## src/rtl/i2c_txn_sequencer.sv

```systemverilog
// i2c_txn_sequencer: replays a small table of I2C register transactions
// through an external byte-level master. Optional feature: I2C_SEQ_TIMEOUT_EN.
module i2c_txn_sequencer #(
  parameter int unsigned DATA_WIDTH = 8,
  parameter int unsigned REG_WIDTH  = 8,
  parameter int unsigned ADDR_WIDTH = 7,
  parameter int unsigned DEPTH      = 8,
  parameter int unsigned TO_CYCLES  = 24'hFFFFFF,
  localparam int IW = $clog2(DEPTH)
) (
  input  logic                  i_clk,
  input  logic                  i_rst,
  input  logic                  i_cfg_we,
  input  logic [IW-1:0]         i_cfg_idx,
  input  logic                  i_cfg_rw,
  input  logic                  i_cfg_chk,
  input  logic [REG_WIDTH-1:0]  i_cfg_reg,
  input  logic [DATA_WIDTH-1:0] i_cfg_data,
  input  logic [ADDR_WIDTH-1:0] i_cfg_dev,
  input  logic [IW:0]           i_count,
  input  logic [15:0]           i_divider,
  input  logic                  i_start,
  output logic                  o_busy,
  output logic                  o_done,
  output logic [IW:0]           o_mismatch_cnt,
  output logic [DATA_WIDTH-1:0] o_rd_data,
  output logic                  o_timeout,
  output logic                  o_m_enable,
  output logic                  o_m_rw,
  output logic [DATA_WIDTH-1:0] o_m_mosi,
  output logic [REG_WIDTH-1:0]  o_m_reg_addr,
  output logic [ADDR_WIDTH-1:0] o_m_dev_addr,
  output logic [15:0]           o_m_divider,
  input  logic [DATA_WIDTH-1:0] i_m_miso,
  input  logic                  i_m_busy
);

  localparam logic [IW:0] DEPTH_L = (IW+1)'(DEPTH);

  typedef enum logic [2:0] {
    IDLE, ISSUE, ACK, WAIT, CHECK, DONE
  } state_t;

  state_t state, state_nxt;

  logic                  tbl_rw   [DEPTH];
  logic                  tbl_chk  [DEPTH];
  logic [REG_WIDTH-1:0]  tbl_reg  [DEPTH];
  logic [DATA_WIDTH-1:0] tbl_data [DEPTH];
  logic [ADDR_WIDTH-1:0] tbl_dev  [DEPTH];

  logic [IW:0]           idx, idx_nxt;
  logic [IW:0]           n, n_nxt;
  logic [IW:0]           n_clamp;
  logic [IW-1:0]         ptr;
  logic                  en_nxt, rw_nxt, done_nxt;
  logic [DATA_WIDTH-1:0] mosi_nxt, rd_nxt;
  logic [REG_WIDTH-1:0]  reg_nxt;
  logic [ADDR_WIDTH-1:0] dev_nxt;
  logic [15:0]           div_nxt;
  logic [IW:0]           mm_nxt;

`ifdef I2C_SEQ_TIMEOUT_EN
  localparam logic [31:0] TO_LAST = 32'(TO_CYCLES - 1);
  logic [31:0] to_cnt, to_cnt_nxt;
  logic        timeout_q, timeout_nxt;
  assign o_timeout = timeout_q;
`else
  logic to_unused;
  assign to_unused = ^TO_CYCLES;
  assign o_timeout = 1'b0;
`endif

  assign ptr     = idx[IW-1:0];
  assign n_clamp = (i_count > DEPTH_L) ? DEPTH_L : i_count;
  assign o_busy  = (state != IDLE);

  // Table is plain storage: no reset, writable only while idle
  always_ff @(posedge i_clk) begin
    if (i_cfg_we && state == IDLE) begin
      tbl_rw[i_cfg_idx]   <= i_cfg_rw;
      tbl_chk[i_cfg_idx]  <= i_cfg_chk;
      tbl_reg[i_cfg_idx]  <= i_cfg_reg;
      tbl_data[i_cfg_idx] <= i_cfg_data;
      tbl_dev[i_cfg_idx]  <= i_cfg_dev;
    end
  end

  always_ff @(posedge i_clk) begin
    if (i_rst) begin
      state          <= IDLE;
      idx            <= '0;
      n              <= '0;
      o_done         <= 1'b0;
      o_m_enable     <= 1'b0;
      o_m_rw         <= 1'b0;
      o_m_mosi       <= '0;
      o_m_reg_addr   <= '0;
      o_m_dev_addr   <= '0;
      o_m_divider    <= 16'h0003;
      o_rd_data      <= '0;
      o_mismatch_cnt <= '0;
`ifdef I2C_SEQ_TIMEOUT_EN
      to_cnt         <= '0;
      timeout_q      <= 1'b0;
`endif
    end else begin
      state          <= state_nxt;
      idx            <= idx_nxt;
      n              <= n_nxt;
      o_done         <= done_nxt;
      o_m_enable     <= en_nxt;
      o_m_rw         <= rw_nxt;
      o_m_mosi       <= mosi_nxt;
      o_m_reg_addr   <= reg_nxt;
      o_m_dev_addr   <= dev_nxt;
      o_m_divider    <= div_nxt;
      o_rd_data      <= rd_nxt;
      o_mismatch_cnt <= mm_nxt;
`ifdef I2C_SEQ_TIMEOUT_EN
      to_cnt         <= to_cnt_nxt;
      timeout_q      <= timeout_nxt;
`endif
    end
  end

  always_comb begin
    state_nxt = state;
    idx_nxt   = idx;
    n_nxt     = n;
    done_nxt  = 1'b0;
    en_nxt    = o_m_enable;
    rw_nxt    = o_m_rw;
    mosi_nxt  = o_m_mosi;
    reg_nxt   = o_m_reg_addr;
    dev_nxt   = o_m_dev_addr;
    div_nxt   = o_m_divider;
    rd_nxt    = o_rd_data;
    mm_nxt    = o_mismatch_cnt;
`ifdef I2C_SEQ_TIMEOUT_EN
    to_cnt_nxt  = '0;
    timeout_nxt = timeout_q;
`endif
    case (state)
      IDLE: begin
        if (i_start) begin
          div_nxt   = i_divider;
          n_nxt     = n_clamp;
          idx_nxt   = '0;
          mm_nxt    = '0;
`ifdef I2C_SEQ_TIMEOUT_EN
          timeout_nxt = 1'b0;
`endif
          state_nxt = (n_clamp == '0) ? DONE : ISSUE;
        end
      end
      ISSUE: begin
        if (!i_m_busy) begin
          rw_nxt    = tbl_rw[ptr];
          mosi_nxt  = tbl_data[ptr];
          reg_nxt   = tbl_reg[ptr];
          dev_nxt   = tbl_dev[ptr];
          en_nxt    = 1'b1;
          state_nxt = ACK;
        end
      end
      ACK: begin
        if (i_m_busy) begin
          en_nxt    = 1'b0;
          state_nxt = WAIT;
        end
      end
      WAIT: begin
        if (!i_m_busy) state_nxt = CHECK;
      end
      CHECK: begin
        if (tbl_rw[ptr]) begin
          rd_nxt = i_m_miso;
          if (tbl_chk[ptr] && i_m_miso != tbl_data[ptr])
            mm_nxt = o_mismatch_cnt + 1'b1;
        end
        idx_nxt   = idx + 1'b1;
        state_nxt = (idx + 1'b1 == n) ? DONE : ISSUE;
      end
      DONE: begin
        done_nxt  = 1'b1;
        state_nxt = IDLE;
      end
      default: state_nxt = IDLE;
    endcase
`ifdef I2C_SEQ_TIMEOUT_EN
    // Counter restarts on every entry to ACK or WAIT
    if ((state == ACK || state == WAIT) && state_nxt == state) begin
      to_cnt_nxt = to_cnt + 1'b1;
      if (to_cnt == TO_LAST) begin
        en_nxt      = 1'b0;
        timeout_nxt = 1'b1;
        to_cnt_nxt  = '0;
        state_nxt   = DONE;
      end
    end
`endif
  end

endmodule

```

## config.mk

```make
export PLATFORM = sky130hd
export DESIGN_NAME = i2c_txn_sequencer
export DESIGN_NICKNAME = d
export VERILOG_FILES = /design/src/rtl/i2c_txn_sequencer.sv
export SDC_FILE = /design/constraint.sdc
export NUM_CORES = 1
export LEC_CHECK = 0
export CAP_MARGIN = 0
export CORE_ASPECT_RATIO = 1.5
export CORE_MARGIN = 5
export CORE_UTILIZATION = 40
export CTS_CLUSTER_DIAMETER = 40
export DETAILED_ROUTE_END_ITERATION = 7
export GPL_TIMING_DRIVEN = 0
export HOLD_SLACK_MARGIN = 0.12
export PLACE_DENSITY_LB_ADDON = 0.08
export REMOVE_ABC_BUFFERS = 1
export SETUP_SLACK_MARGIN = 0.05
export SLEW_MARGIN = 20
export SYNTH_ARGS = -nofsm -noshare
export SYNTH_HDL_FRONTEND = slang
export SYNTH_SLANG_ARGS = --single-unit
```

## constraint.sdc

```tcl
create_clock -name i_clk -period 3.8 [get_ports i_clk]
set_clock_uncertainty 0.2 [all_clocks]
set_input_delay 0.57 -clock i_clk [delete_from_list [all_inputs] [get_ports i_clk]]
set_output_delay 0.57 -clock i_clk [all_outputs]
set_load 0.01 [all_outputs]
```

### Word-level counts from Yosys, hierarchy flattened

Memories as Yosys holds them, arrays and structs flattened. A register that Yosys moved wholly into a read port is not among the register bits.
Cells that the tools add are included.

* $add $sub $neg: 2
* $lt $le $gt $ge: 1
* eq/ne operators: 13
* mux-type cells: 25
* bitwise gates (word level): 1
* reductions and logical operators: 14

Operators with widths (number)
* 3-bit two-way mux: 12
* 4-bit two-way mux: 4
* 4-bit case mux with 2 select lines: 2
* 3-bit case mux with 5 select lines: 1
* 2-bit != test, second input constant: 6
* 4-bit by 1-bit adder with 4-bit output, second input constant: 2
* 8-bit != test: 1
* 2-bit AND reduction: 4
* 4-bit AND reduction: 2
* 3-bit by 2-bit equality test with 1-bit output, second input constant: 2
* 3-bit equality test, second input constant: 2
* 1-bit two-way mux: 5
* 4-bit equality test: 1
* 4-bit > comparator, second input constant: 1
* 4-bit logical NOT: 1
* 2-bit nonzero test: 2
* 3-bit by 1-bit equality test with 1-bit output, second input constant: 1
* 3-bit logical NOT: 1
* 3-bit AND reduction: 1
* 3-bit nonzero test: 1
* 1-bit logical AND: 2
* 1-bit case mux with 2 select lines: 1
* 1-bit NOT: 1

* bits in registers: 50
* bits in writable memories: 200
* input bits: 61
* output and inout bits: 56
* logic and storage cells: 71
* memories: 5

Memories
* tbl_data: words 8, width 8, read ports 1, clocked after memory_dff 1, wr ports 1, RTL line 49 `logic [DATA_WIDTH-1:0] tbl_data [DEPTH];`
* tbl_reg: words 8, width 8, read ports 1, clocked after memory_dff 1, wr ports 1, RTL line 48 `logic [REG_WIDTH-1:0] tbl_reg [DEPTH];`
* tbl_dev: words 8, width 7, read ports 1, clocked after memory_dff 1, wr ports 1, RTL line 50 `logic [ADDR_WIDTH-1:0] tbl_dev [DEPTH];`
* tbl_chk: words 8, width 1, read ports 1, clocked after memory_dff 1, wr ports 1, RTL line 47 `logic tbl_chk [DEPTH];`
* tbl_rw: words 8, width 1, read ports 1, clocked after memory_dff 1, wr ports 1, RTL line 46 `logic tbl_rw [DEPTH];`

### Depth between registers and ports, before layout

* depth in word-level cells: 6
* gate-level depth with buffers: 10
* gate-level depth less buffers: 7

### Worst setup path after synthesis

No wires, ideal clock.

* path kind: reg-to-reg
* start: reg state[0]
* end: mem tbl_chk[1], enable pin
* setup time: 0.439 ns
* arrival time: 2.736 ns
* data required time: 3.161 ns
* slack: 0.425 ns
* stages on the path, launching flop included: 5
* path buffers: 1
* clock period less this slack: 3.375 ns
* path through: dfxtp_1 clkbuf_1 nor3_1 nand3_1 nor3_1

* longest elaborated chain between the ends: 4

RTL lines
* from (decl): RTL line 44 `state_t state, state_nxt;`
* from (signal assigned): RTL line 108 `state <= state_nxt;`
* 3-bit logical NOT: RTL line 80 `if (i_cfg_we && state == IDLE) begin`
* 1-bit logical AND: RTL line 80
* 1-bit two-way mux: RTL line 80
* 1-bit two-way mux (implied by the code): RTL line 82 `tbl_chk[i_cfg_idx] <= i_cfg_chk;`
* to (decl): RTL line 47

Every way passes these cells.

### Final worst setup path

* start: reg state[2]
* end: mem tbl_reg[1][4], enable pin

* longest elaborated chain between the ends: 4

RTL lines
* 3-bit logical NOT: RTL line 80
* 1-bit logical AND: RTL line 80
* 1-bit two-way mux: RTL line 80
* 1-bit two-way mux (implied by the code): RTL line 83 `tbl_reg[i_cfg_idx] <= i_cfg_reg;`
* to (decl): RTL line 48

Every way passes these cells.

==> impl_metrics.prom <==
# TYPE chip_impl_metric gauge
chip_impl_metric{name="finalCriticalPeriod",unit="ns"} 3.30
chip_impl_metric{name="wl_met2",unit="um"} 12300
chip_impl_metric{name="grt_first_pass_wirelength",unit="um"} 34900
chip_impl_metric{name="yosysSeqAreaShare",unit="%"} 71.4
chip_impl_metric{name="layout-drive-gt1-share",unit="%"} 17.6
chip_impl_metric{name="numCtsBuffers",unit=""} 29
chip_impl_metric{name="grt_pass1_vias",unit=""} 6127
chip_impl_info{name="rsz_0062_raised_after_global_routing",value="no"} 1
chip_impl_metric{name="max_cap_viol_count",unit=""} 0
chip_impl_info{name="root_buffer",value="sky130_fd_sc_hd__clkbuf_16"} 1
chip_impl_metric{name="clkLatencyLatePin",unit="ns"} 0.54
chip_impl_metric{name="num_antenna_cells",unit=""} 0
chip_impl_info{name="worst-setup-path-type",value="reg2reg"} 1
chip_impl_metric{name="die_ar",unit="sq um"} 29200
chip_impl_metric{name="ys_seq_elements",unit=""} 268
chip_impl_metric{name="place_inst",unit=""} 1070
chip_impl_metric{name="route.met3.wl",unit="um"} 1170
chip_impl_metric{name="floorplan.rows",unit=""} 72
chip_impl_metric{name="chipHeight",unit="um"} 207
chip_impl_metric{name="p_leak",unit="nW"} 4.17
chip_impl_metric{name="maximum_number_of_pins_on_one_net_before_global_route_repair",unit=""} 50
chip_impl_metric{name="vias",unit=""} 5750
chip_impl_metric{name="drc",unit=""} 0
chip_impl_info{name="worst_hold_path_type",value="in2reg"} 1
chip_impl_metric{name="drt_first_pass_iters",unit=""} 4
chip_impl_metric{name="fin_crit_sh",unit="%"} 86.9
chip_impl_metric{name="die_x",unit="um"} 141
chip_impl_metric{name="grt_antenna_before_repair",unit=""} 0
chip_impl_info{name="synth_top_area_cell",value="sky130_fd_sc_hd__edfxtp_1"} 1
chip_impl_metric{name="max_freq",unit="MHz"} 303
chip_impl_metric{name="cts.clk_slew.worst_paths",unit="ns"} 0.06
chip_impl_metric{name="place_hpwl",unit="um"} 15500
chip_impl_info{name="topRoutingLayerUsed",value="met4"} 1
chip_impl_info{name="cp-start-kind",value="register"} 1
chip_impl_metric{name="synthesis.yosys.warnings",unit=""} 0
chip_impl_metric{name="htree_levels",unit=""} 1
chip_impl_metric{name="routedLengthMet1",unit="um"} 8700
chip_impl_metric{name="synth_area_per_cell",unit="sq um"} 16.3
chip_impl_metric{name="final-setup-viol-count",unit=""} 0
chip_impl_metric{name="areaGrowthSynthToFinish",unit="%"} 26.7
chip_impl_metric{name="crit_fanout",unit=""} 11
chip_impl_info{name="worst_setup_path_end_kind",value="register"} 1
chip_impl_metric{name="io_pins",unit=""} 117
chip_impl_metric{name="postCtsSetupRepairBufs",unit=""} 0
chip_impl_metric{name="peakVddDrop",unit="uV"} 357
chip_impl_metric{name="aggregate_routed_wire_length",unit="um"} 22500
chip_impl_metric{name="antenna_left",unit=""} 0
chip_impl_info{name="run_status",value="finished clean"} 1
chip_impl_metric{name="cts_hold_buf",unit=""} 0
chip_impl_metric{name="final_core_utilization",unit="%"} 51.1
chip_impl_metric{name="synth_top_cell_area_share",unit="%"} 58.2
chip_impl_metric{name="fin_cells",unit=""} 1124
chip_impl_info{name="yosys-top-cells-count",value="sky130_fd_sc_hd__edfxtp_1 (200), sky130_fd_sc_hd__nand2_1 (70), sky130_fd_sc_hd__dfxtp_1 (68), sky130_fd_sc_hd__nor2_1 (42), sky130_fd_sc_hd__mux2i_1 (41)"} 1
chip_impl_metric{name="floorplan.initialDensity",unit="%"} 40.3
chip_impl_metric{name="worst_hold_slack",unit="ns"} 0.192
chip_impl_metric{name="first_iter_violations",unit=""} 273
chip_impl_info{name="synthMostInstantiatedCell",value="sky130_fd_sc_hd__edfxtp_1"} 1
chip_impl_metric{name="wl_per_cell",unit="um"} 20.1
chip_impl_metric{name="design.core.area",unit="sq um"} 25600
chip_impl_metric{name="synth_enable_flop_cells",unit=""} 200
chip_impl_metric{name="grt_util_all_layers",unit="%"} 15.4
chip_impl_metric{name="slew_headroom",unit="%"} 39.7
chip_impl_metric{name="drt-vias-per-instance",unit=""} 5.12
chip_impl_metric{name="worst-endpoint-required",unit="ns"} 3.85
chip_impl_metric{name="post_synth_num_cell_types",unit=""} 51
chip_impl_metric{name="report.final.hold_viol_count",unit=""} 0
chip_impl_metric{name="synth_area",unit="sq um"} 10300
chip_impl_metric{name="worst-slew-pin-transition",unit="ns"} 0.898
chip_impl_metric{name="cts.sink_count",unit=""} 268
chip_impl_metric{name="powerDensity",unit="nW/um^2"} 491
chip_impl_metric{name="ys_async_sr_fraction",unit="%"} 0
chip_impl_info{name="synth.area.top_cells",value="sky130_fd_sc_hd__edfxtp_1 (58%), sky130_fd_sc_hd__dfxtp_1 (13%), sky130_fd_sc_hd__mux4_2 (8.3%), sky130_fd_sc_hd__mux2i_1 (4.0%), sky130_fd_sc_hd__nand2_1 (2.5%)"} 1
chip_impl_metric{name="cts_repair_resize_count",unit=""} 0
chip_impl_info{name="ys.flop_type",value="sky130_fd_sc_hd__edfxtp_1"} 1
chip_impl_metric{name="nNetsFinal",unit=""} 831
chip_impl_metric{name="number_of_buffer_cells_added_on_primary_ports",unit=""} 115
chip_impl_metric{name="clockBufferDepth",unit=""} 3
chip_impl_metric{name="syn-instance-count",unit=""} 633
chip_impl_info{name="tritoncts_clock_tree",value="built"} 1
chip_impl_metric{name="place_congestion",unit=""} 0.741
chip_impl_metric{name="critical_path_arrival",unit="ns"} 3.35
chip_impl_metric{name="timing_max_transition_violations_final",unit=""} 0
chip_impl_metric{name="grt_overflow_total",unit=""} 0
-- stage by stage --
stage	instance area (sq um)	power [W]	worst slack, ns	TNS (ns)
2_1_floorplan	10100	0.00348	-0.730	-17.11
3_3_place_gp	11700	0.00372	-4.75	-340.41
3_5_place_dp	12100	0.00374	0.396	0
4_1_cts	13100	0.00651	0.369	0
5_1_grt	13100	0.00667	0.363	0
6_report	13100	0.00642	0.499	0
-- cells in the final DEF, fill, tap and decap left out, drive strengths merged, types with 7 or more instances in the layout --
cell type,count
nand3,8
nor2,43
xnor2,10
clkinv,11
a21oi,30
buf,25
a211oi,20
nand2,70
mux4,42
mux2i,43
dfxtp,68
edfxtp,200
clkbuf,35
clkdlybuf4s50,114
nand2b,7
-- critical path: stages, from the launching register on --
cell and delay [ns]:
sky130_fd_sc_hd__dfxtp_1 0.41, sky130_fd_sc_hd__nor3_1 0.77, sky130_fd_sc_hd__nand3_1 0.48, sky130_fd_sc_hd__nor3_2 0.50, sky130_fd_sc_hd__buf_4 0.28, sky130_fd_sc_hd__buf_4 0.20, sky130_fd_sc_hd__buf_6 0.16
-- cell families (layout without fill, tap and decap cells) --
kind of cell / count (synthesis) / after routing / synth area share [%]
other: 1 / 1 / 0.0363
AOI/OAI and AO/OA: 66 / 66 / 4.22
adders and majority gates: 2 / 2 / 0.242
muxes: 89 / 89 / 14.2
and+or+nand+nor: 156 / 156 / 6.81
buffers and inverters: 36 / 194 / 1.75
DFF: 268 / 268 / 71.4
xor gates and xnor gates: 15 / 15 / 1.35
-- cell type report --
| cell class | instances | area [sq um] |
|---|---|---|
| multi-input combinational | 329 | 2830 |
| sequential | 268 | 7370 |
| inverter | 1 | 3.75 |
| fill | 2185 | 12500 |
| clock inverter | 19 | 185 |
| tap | 333 | 417 |
| clock buffer | 35 | 768 |
| timing repair buffer | 139 | 1490 |
-- where the power goes --
group,internal (W),switching (W)
logic,0.000197,0.000209
registers,0.00323,0.0000378
clock network,0.00160,0.00115
-- worst paths after layout --
path / startpoint / to / slack, ns / depth (start not counted)
min reg2reg: o_m_divider[9] / o_m_divider[9] / 0.25 / 2
max reg2reg: state[2] / tbl_reg[1][4] / 0.50 / 6
max: state[2] / tbl_reg[1][4] / 0.50 / 6
min: i_rst / o_rd_data[3] / 0.19 / 2
-- per-layer routing --
layer	vias to the layer above	global-route usage [%]
li1	2699	-
met1	2894	17.8
met2	131	29.4
met3	26	2.72
met4	0	3.74
met5	-	0
Power figures use the tool's default switching activity.
